### src/rtl/alarm_delay_sequencer.sv
// -----------------------------------------------------------------------------
// alarm_delay_sequencer
//
// Arm/disarm controller for the entry burglar alarm. One shared down-counter
// times the exit delay, the entry delay and the siren duration. Inputs come
// from the RFID authorization path and the door/motion sensors.
//
// Ports:
//   clk          system clock, all logic on the rising edge
//   reset        synchronous, active-low reset
//   arm_req      one-cycle arm request from keypad/button
//   tag_valid    one-cycle pulse, authorized RFID tag read
//   tag_invalid  one-cycle pulse, unauthorized RFID tag read
//   door_open    level, 1 = door contact open
//   motion       level, 1 = motion sensor active
//   state        current state code (0 DISARMED .. 4 ALARM)
//   countdown    remaining cycles in the current timed state
//   siren        1 while in ALARM
//   armed_led    1 in EXIT_DELAY, ARMED and ENTRY_DELAY
//   arm_fault    one-cycle pulse, arm rejected because the door is open
//   fail_cnt     consecutive invalid-tag count, saturating at MAX_FAILS
// -----------------------------------------------------------------------------
module alarm_delay_sequencer #(
   parameter int EXIT_CYCLES  = 20,
   parameter int ENTRY_CYCLES = 20,
   parameter int ALARM_CYCLES = 40,
   parameter int MAX_FAILS    = 3,
   localparam int MAX_EE      = (EXIT_CYCLES > ENTRY_CYCLES) ? EXIT_CYCLES : ENTRY_CYCLES,
   localparam int MAX_T       = (MAX_EE > ALARM_CYCLES) ? MAX_EE : ALARM_CYCLES,
   localparam int TW          = $clog2(MAX_T) + 1,
   localparam int FW          = $clog2(MAX_FAILS) + 1
) (
   input  logic          clk,
   input  logic          reset,
   input  logic          arm_req,
   input  logic          tag_valid,
   input  logic          tag_invalid,
   input  logic          door_open,
   input  logic          motion,
   output logic [2:0]    state,
   output logic [TW-1:0] countdown,
   output logic          siren,
   output logic          armed_led,
   output logic          arm_fault,
   output logic [FW-1:0] fail_cnt
);

   typedef enum logic [2:0] {
      DISARMED    = 3'd0,
      EXIT_DELAY  = 3'd1,
      ARMED       = 3'd2,
      ENTRY_DELAY = 3'd3,
      ALARM       = 3'd4
   } state_t;

   localparam logic [TW-1:0] EXIT_LOAD  = TW'(EXIT_CYCLES - 1);
   localparam logic [TW-1:0] ENTRY_LOAD = TW'(ENTRY_CYCLES - 1);
   localparam logic [TW-1:0] ALARM_LOAD = TW'(ALARM_CYCLES - 1);
   localparam logic [FW-1:0] FAIL_MAX   = FW'(MAX_FAILS);

   state_t        state_q, state_d;
   logic [TW-1:0] count_q, count_d;
   logic [FW-1:0] fail_q, fail_d;
   logic          fault_d;
   logic [FW-1:0] fail_inc;
   logic          fail_hit;

   // Saturating increment of the invalid-tag counter. fail_hit flags an
   // invalid tag that brings the count to the limit, which forces the siren
   // from any armed-side state.
   always_comb begin
      fail_inc = (fail_q >= FAIL_MAX) ? FAIL_MAX : fail_q + FW'(1);
      fail_hit = tag_invalid && (fail_inc == FAIL_MAX);
   end

   // Next-state logic. A valid tag always disarms (outside DISARMED), ahead of
   // invalid tags, timer expiry and sensors. Next comes the fail-limit escape
   // to ALARM, then the per-state timer and sensor transitions.
   always_comb begin
      state_d = state_q;
      count_d = count_q;
      fail_d  = fail_q;
      fault_d = 1'b0;

      if (state_q == DISARMED) begin
         fail_d  = '0;
         count_d = '0;
         if (arm_req) begin
            if (door_open) begin
               fault_d = 1'b1;
            end else begin
               state_d = EXIT_DELAY;
               count_d = EXIT_LOAD;
            end
         end
      end else if (tag_valid) begin
         state_d = DISARMED;
         count_d = '0;
         fail_d  = '0;
      end else begin
         if (tag_invalid) begin
            fail_d = fail_inc;
         end
         if (fail_hit && state_q != ALARM) begin
            state_d = ALARM;
            count_d = ALARM_LOAD;
         end else begin
            case (state_q)
               EXIT_DELAY: begin
                  if (count_q == '0) begin
                     if (door_open) begin
                        state_d = ENTRY_DELAY;
                        count_d = ENTRY_LOAD;
                     end else begin
                        state_d = ARMED;
                        count_d = '0;
                     end
                  end else begin
                     count_d = count_q - TW'(1);
                  end
               end
               ARMED: begin
                  count_d = '0;
                  if (motion) begin
                     state_d = ALARM;
                     count_d = ALARM_LOAD;
                  end else if (door_open) begin
                     state_d = ENTRY_DELAY;
                     count_d = ENTRY_LOAD;
                  end
               end
               ENTRY_DELAY: begin
                  if (count_q == '0) begin
                     state_d = ALARM;
                     count_d = ALARM_LOAD;
                  end else begin
                     count_d = count_q - TW'(1);
                  end
               end
               ALARM: begin
                  if (count_q == '0) begin
                     state_d = ARMED;
                     count_d = '0;
                  end else begin
                     count_d = count_q - TW'(1);
                  end
               end
               default: begin
                  state_d = DISARMED;
                  count_d = '0;
                  fail_d  = '0;
               end
            endcase
         end
      end
   end

   // State, counters and indicator outputs. siren and armed_led are decoded
   // from the next state so they switch on the same edge as state.
   always_ff @(posedge clk) begin
      if (!reset) begin
         state_q   <= DISARMED;
         count_q   <= '0;
         fail_q    <= '0;
         arm_fault <= 1'b0;
         siren     <= 1'b0;
         armed_led <= 1'b0;
      end else begin
         state_q   <= state_d;
         count_q   <= count_d;
         fail_q    <= fail_d;
         arm_fault <= fault_d;
         siren     <= (state_d == ALARM);
         armed_led <= (state_d == EXIT_DELAY) || (state_d == ARMED) ||
                      (state_d == ENTRY_DELAY);
      end
   end

   assign state     = state_q;
   assign countdown = count_q;
   assign fail_cnt  = fail_q;

endmodule

### config.mk
export PLATFORM = sky130hd
export DESIGN_NAME = alarm_delay_sequencer
export DESIGN_NICKNAME = d
export VERILOG_FILES = /design/src/rtl/alarm_delay_sequencer.sv
export SDC_FILE = /design/constraint.sdc
export NUM_CORES = 1
export LEC_CHECK = 0
export ABC_AREA = 0
export BUFFER_PORTS_ARGS = -buffer_cell sky130_fd_sc_hd__buf_2
export CAP_MARGIN = 20
export CORE_MARGIN = 3
export CORE_UTILIZATION = 45
export CTS_BUF_LIST = sky130_fd_sc_hd__clkbuf_8 sky130_fd_sc_hd__clkbuf_16
export CTS_CLUSTER_SIZE = 10
export DETAILED_ROUTE_END_ITERATION = 7
export PLACE_DENSITY = 0.81
export SLEW_MARGIN = 30
export SYNTH_ARGS = -nofsm -noshare
export SYNTH_HDL_FRONTEND = slang
export SYNTH_SLANG_ARGS = --single-unit
### constraint.sdc
create_clock -name clk -period 2 [get_ports clk]
set_input_delay 0.2 -clock clk [delete_from_list [all_inputs] [get_ports clk]]
set_output_delay 0.2 -clock clk [all_outputs]
set_load 0.005 [all_outputs]
==> run_summary.xml <==
<?xml version="1.0" encoding="UTF-8"?>
<metrics>
  <group name="grt">
    <metric name="grt_first_pass_wirelength" unit="um">4160</metric>
    <metric name="gr-usage-all-layers" unit="%">19.6</metric>
    <metric name="grt_max_degree" unit="">12</metric>
    <metric name="grt_antenna_before_repair" unit="">0</metric>
    <metric name="grt_pass1_vias" unit="">916</metric>
    <metric name="overflow" unit="">0</metric>
  </group>
  <group name="clock_network">
    <metric name="ctsHtreeMaxLevel" unit="">1</metric>
    <metric name="worst_setup_hold_path_clk_slew" unit="ps">60</metric>
    <metric name="max-clock-path-buffers" unit="">2</metric>
    <metric name="clock_insertion_delay_worst_skew" unit="ps">250</metric>
    <metric name="cts_setup_buffers" unit="">0</metric>
    <metric name="cts_num_sinks" unit="">16</metric>
    <metric name="cts_hold_repair.buffers" unit="">0</metric>
    <metric name="cts_tree" unit="">built</metric>
    <metric name="cts_made_buffers" unit="">3</metric>
    <metric name="ctsRootBufferMaster" unit="">sky130_fd_sc_hd__clkbuf_8</metric>
  </group>
  <group name="synthesis">
    <metric name="postSynthAreaPerCell" unit="um^2">8.67</metric>
    <metric name="yosys_most_used_dff" unit="">sky130_fd_sc_hd__dfxtp_1</metric>
    <metric name="ys_seq_area_share" unit="%">30.8</metric>
    <metric name="synth-edff-count" unit="">0</metric>
    <metric name="yosysWarningCount" unit="">0</metric>
    <metric name="synth_fp_nets" unit="">130</metric>
    <metric name="mappedNetlistArea" unit="mm^2">0.00104</metric>
    <metric name="synthCells" unit="">120</metric>
    <metric name="postSynthRegisterBits" unit="">16</metric>
    <metric name="synth_async_sr_flop_share" unit="%">0</metric>
    <metric name="synth.lib_cells_used.distinct" unit="">44</metric>
  </group>
  <group name="power_and_ir_drop">
    <metric name="clock_power_share" unit="%">35.9</metric>
    <metric name="swShare" unit="%">26.1</metric>
    <metric name="power.leakage" unit="nW">0.573</metric>
    <metric name="ir_drop" unit="mV">0.368</metric>
    <metric name="power.density_cell_area" unit="mW/mm^2">519</metric>
    <metric name="internal_power_consumption" unit="mW">0.503</metric>
    <metric name="power.combinational.fraction" unit="%">15.6</metric>
    <metric name="power.share.sequential" unit="%">48.5</metric>
    <metric name="total_power" unit="mW">0.681</metric>
    <metric name="switching_power" unit="mW">0.178</metric>
  </group>
  <group name="worst_setup_path">
    <metric name="end_kind" unit="">flip-flop</metric>
    <metric name="worst-endpoint-arrival" unit="ps">2090</metric>
    <metric name="cpPeakStageDelay" unit="ps">400</metric>
    <metric name="r2r.worst_path.cells" unit="">8</metric>
    <metric name="crit_path_start_kind" unit="">flip-flop</metric>
    <metric name="worst-endpoint-required" unit="ps">2110</metric>
    <metric name="critical_path.reg2reg.endpoint" unit="">countdown[2]</metric>
    <metric name="path_cells" unit="">inv_1 &gt; ha_4 &gt; or3b_4 &gt; buf_4 &gt; o21ai_4 &gt; o21ai_2 &gt; a221oi_2 &gt; nor3_1</metric>
    <metric name="critPathMaxFanout" unit="">5</metric>
    <metric name="crit_slowest_cell" unit="">sky130_fd_sc_hd__or3b_4</metric>
    <metric name="internal_reg_to_reg_setup_slack" unit="ps">30</metric>
    <metric name="regToRegStartpoint" unit="">countdown[0]</metric>
    <metric name="crit_type" unit="">reg2reg</metric>
  </group>
  <group name="cells_and_area">
    <metric name="layoutNonFillerInstCount" unit="">175</metric>
    <metric name="final_design_area_no_fill" unit="mm^2">0.00131</metric>
    <metric name="synthToLayoutAreaGrowth" unit="%">26.1</metric>
    <metric name="finish.utilization" unit="%">63.0</metric>
    <metric name="num-nets-final" unit="">160</metric>
    <metric name="antenna_cells_inserted" unit="">0</metric>
    <metric name="layout-drive-gt1-share" unit="%">38.5</metric>
    <metric name="layout.filler_cells" unit="">182</metric>
    <metric name="total_area_of_sequential_cells" unit="um^2">323</metric>
    <metric name="multi_input_comb_area" unit="um^2">718</metric>
  </group>
  <group name="placement">
    <metric name="routabilityCongestion" unit="">0.932</metric>
    <metric name="place.port_buffers" unit="">22</metric>
    <metric name="cell_count_after_placement" unit="">172</metric>
    <metric name="place.detailed.hpwl" unit="um">1980</metric>
    <metric name="placement.cell_area" unit="mm^2">0.00120</metric>
  </group>
  <group name="run_status">
    <metric name="run_status" unit="">complete, no violations</metric>
  </group>
  <group name="timing">
    <metric name="drv_slew" unit="">0</metric>
    <metric name="layout_worst_path_cycle_share" unit="%">98.7</metric>
    <metric name="whs" unit="ps">182</metric>
    <metric name="finalHoldViolations" unit="">0</metric>
    <metric name="fmax" unit="MHz">507</metric>
    <metric name="post_route_clock_skew" unit="ps">5.48</metric>
    <metric name="timing_worst_slew_pin_value" unit="ps">463</metric>
    <metric name="max-slew-margin-rel" unit="%">69.0</metric>
    <metric name="grt_setup_unrepaired" unit="">yes</metric>
    <metric name="min_period" unit="ps">1970</metric>
    <metric name="report.final.setup_viol" unit="">0</metric>
  </group>
  <group name="detailed_routing">
    <metric name="detail_route.vias_per_cell" unit="">5.86</metric>
    <metric name="via_count" unit="">1026</metric>
    <metric name="avgRoutedWirePerCell" unit="um">15.6</metric>
    <metric name="drc_errors" unit="">0</metric>
    <metric name="detailedRoute.firstPassIterationCount" unit="">4</metric>
    <metric name="drt_iter0_markers" unit="">66</metric>
    <metric name="totalWireLength" unit="um">2730</metric>
    <metric name="route.antenna.remaining_nets" unit="">0</metric>
  </group>
  <group name="floorplan">
    <metric name="die-width" unit="um">54.1</metric>
    <metric name="placement_rows" unit="">16</metric>
    <metric name="floorplan.die.height" unit="um">54.1</metric>
    <metric name="floorplan.io_pins" unit="">23</metric>
    <metric name="coreArea" unit="mm^2">0.00208</metric>
    <metric name="die-area" unit="mm^2">0.00293</metric>
    <metric name="effective_utilization_at_floorplan" unit="%">50.0</metric>
  </group>
  <group name="min_path">
    <metric name="worst_case_hold_path_end_point" unit="">fail_cnt[2]</metric>
    <metric name="timing.hold.worst.class" unit="">in2reg</metric>
    <metric name="whs_path_depth" unit="">2</metric>
    <metric name="worstHoldStart" unit="">tag_invalid</metric>
  </group>
  <group name="flow_run">
    <metric name="max-cap-violations" unit="">0</metric>
  </group>
</metrics>
critical path: cells and delay by family, from the launching register on:
kind | cells | cell delay [ps]
flops | 1 | 310
compound gates | 3 | 550
fa+ha+maj | 1 | 170
buf+inv | 2 | 310
simple gates | 2 | 500
how the worst max path moves through the flow:
stage	startpoint	end	slack, ps	depth (start not counted)
4_1_cts	countdown[0]	countdown[2]	20	8
3_5_place_dp	countdown[0]	countdown[2]	-20	8
5_1_grt	countdown[0]	countdown[2]	-40	8
3_3_place_gp	countdown[0]	armed_led	70	7
6_report	countdown[0]	countdown[2]	30	8
2_1_floorplan	fail_cnt[0]	armed_led	70	7
repair_timing:
action	CTS	global route
pin swaps	0	6
hold endpoints to repair	0	0
resized for setup	3	12
setup endpoints to repair	1	4
cells in the mapped netlist (2+ instances only):
cell type | n | share of area, %
sky130_fd_sc_hd__or3b_1 | 2 | 1.7
sky130_fd_sc_hd__o21ai_2 | 2 | 1.7
sky130_fd_sc_hd__xnor2_1 | 2 | 1.7
sky130_fd_sc_hd__nor2_2 | 2 | 1.2
sky130_fd_sc_hd__o21ai_0 | 5 | 2.4
sky130_fd_sc_hd__a21oi_1 | 10 | 4.8
sky130_fd_sc_hd__buf_6 | 3 | 3.2
sky130_fd_sc_hd__a21o_1 | 3 | 2.2
sky130_fd_sc_hd__nor2_1 | 10 | 3.6
sky130_fd_sc_hd__and3_1 | 2 | 1.2
sky130_fd_sc_hd__a31oi_1 | 3 | 1.8
sky130_fd_sc_hd__nand2b_1 | 4 | 2.4
sky130_fd_sc_hd__nor3_1 | 7 | 3.4
sky130_fd_sc_hd__nor3b_1 | 2 | 1.4
sky130_fd_sc_hd__ha_1 | 3 | 3.6
sky130_fd_sc_hd__nand3_1 | 2 | 0.96
sky130_fd_sc_hd__or3_4 | 2 | 2.2
sky130_fd_sc_hd__nand2_1 | 6 | 2.2
sky130_fd_sc_hd__inv_1 | 9 | 3.2
sky130_fd_sc_hd__dfxtp_1 | 16 | 31
sky130_fd_sc_hd__xor2_1 | 2 | 1.7
power groups by stage:
stage / Combinational [mW] / Clock [mW] / Sequential [mW]
2_1_floorplan: 0.0628 / 0 / 0.337
3_3_place_gp: 0.0894 / 0 / 0.337
3_5_place_dp: 0.0914 / 0 / 0.337
4_1_cts: 0.0953 / 0.246 / 0.330
5_1_grt: 0.116 / 0.258 / 0.331
6_report: 0.106 / 0.245 / 0.330
state kept, by name (all words and copies together), names as in the netlist:
name / cells
countdown: 7
fail_cnt: 3
state: 3
arm_fault: 1
armed_led: 1
siren: 1
cells in the final DEF, fill, tap and decap left out, types with 3 or more instances in the layout:
cell type | synthesis | routed
sky130_fd_sc_hd__buf_2 | 0 | 22
sky130_fd_sc_hd__dfxtp_1 | 16 | 14
sky130_fd_sc_hd__nor2_1 | 10 | 10
sky130_fd_sc_hd__inv_1 | 9 | 9
sky130_fd_sc_hd__a21oi_1 | 10 | 9
sky130_fd_sc_hd__buf_4 | 1 | 7
sky130_fd_sc_hd__nand2_1 | 6 | 6
sky130_fd_sc_hd__nor3_1 | 7 | 6
sky130_fd_sc_hd__nand2b_1 | 4 | 4
sky130_fd_sc_hd__o21ai_0 | 5 | 4
sky130_fd_sc_hd__a31oi_1 | 3 | 3
sky130_fd_sc_hd__a21o_1 | 3 | 3
sky130_fd_sc_hd__ha_4 | 0 | 3
sky130_fd_sc_hd__clkbuf_8 | 0 | 3
metal layers:
metal	GRT usage [%]	routed length [um]	part of all wire, %	vias up
met3	3.32	212	7.8	11
met5	0	0	0	-
met2	29.6	1250	46	57
li1	-	-	-	493
met4	8.71	70	2.6	0
met1	27.1	1200	44	465
metrics by stage:
stage / setup TNS [ps] / setup WS, ps
after global placement: 0 / 65.5
after global routing: -121 / -41.7
after CTS: 0 / 23.9
after floorplan: 0 / 68.8
final: 0 / 26.4
after detailed placement: -16.2 / -16.2
cells by family after synthesis:
kind of cell | after synthesis | share of synthesized area (%)
adders and majority gates | 3 | 3.61
AOI/OAI and AO/OA | 36 | 26.9
and+or+nand+nor | 48 | 28.1
DFF | 16 | 30.8
xor gates and xnor gates | 4 | 3.37
buffers and inverters | 13 | 7.21
cell type report:
cell class                 instances  area share, %
multi-input combinational         91           54.7
tap                               27           2.57
clock buffer                       3           3.15
sequential                        16           24.6
timing repair buffer              29           12.4
inverter                           9           2.57
Note: power is estimated with default switching activity, not from simulation.
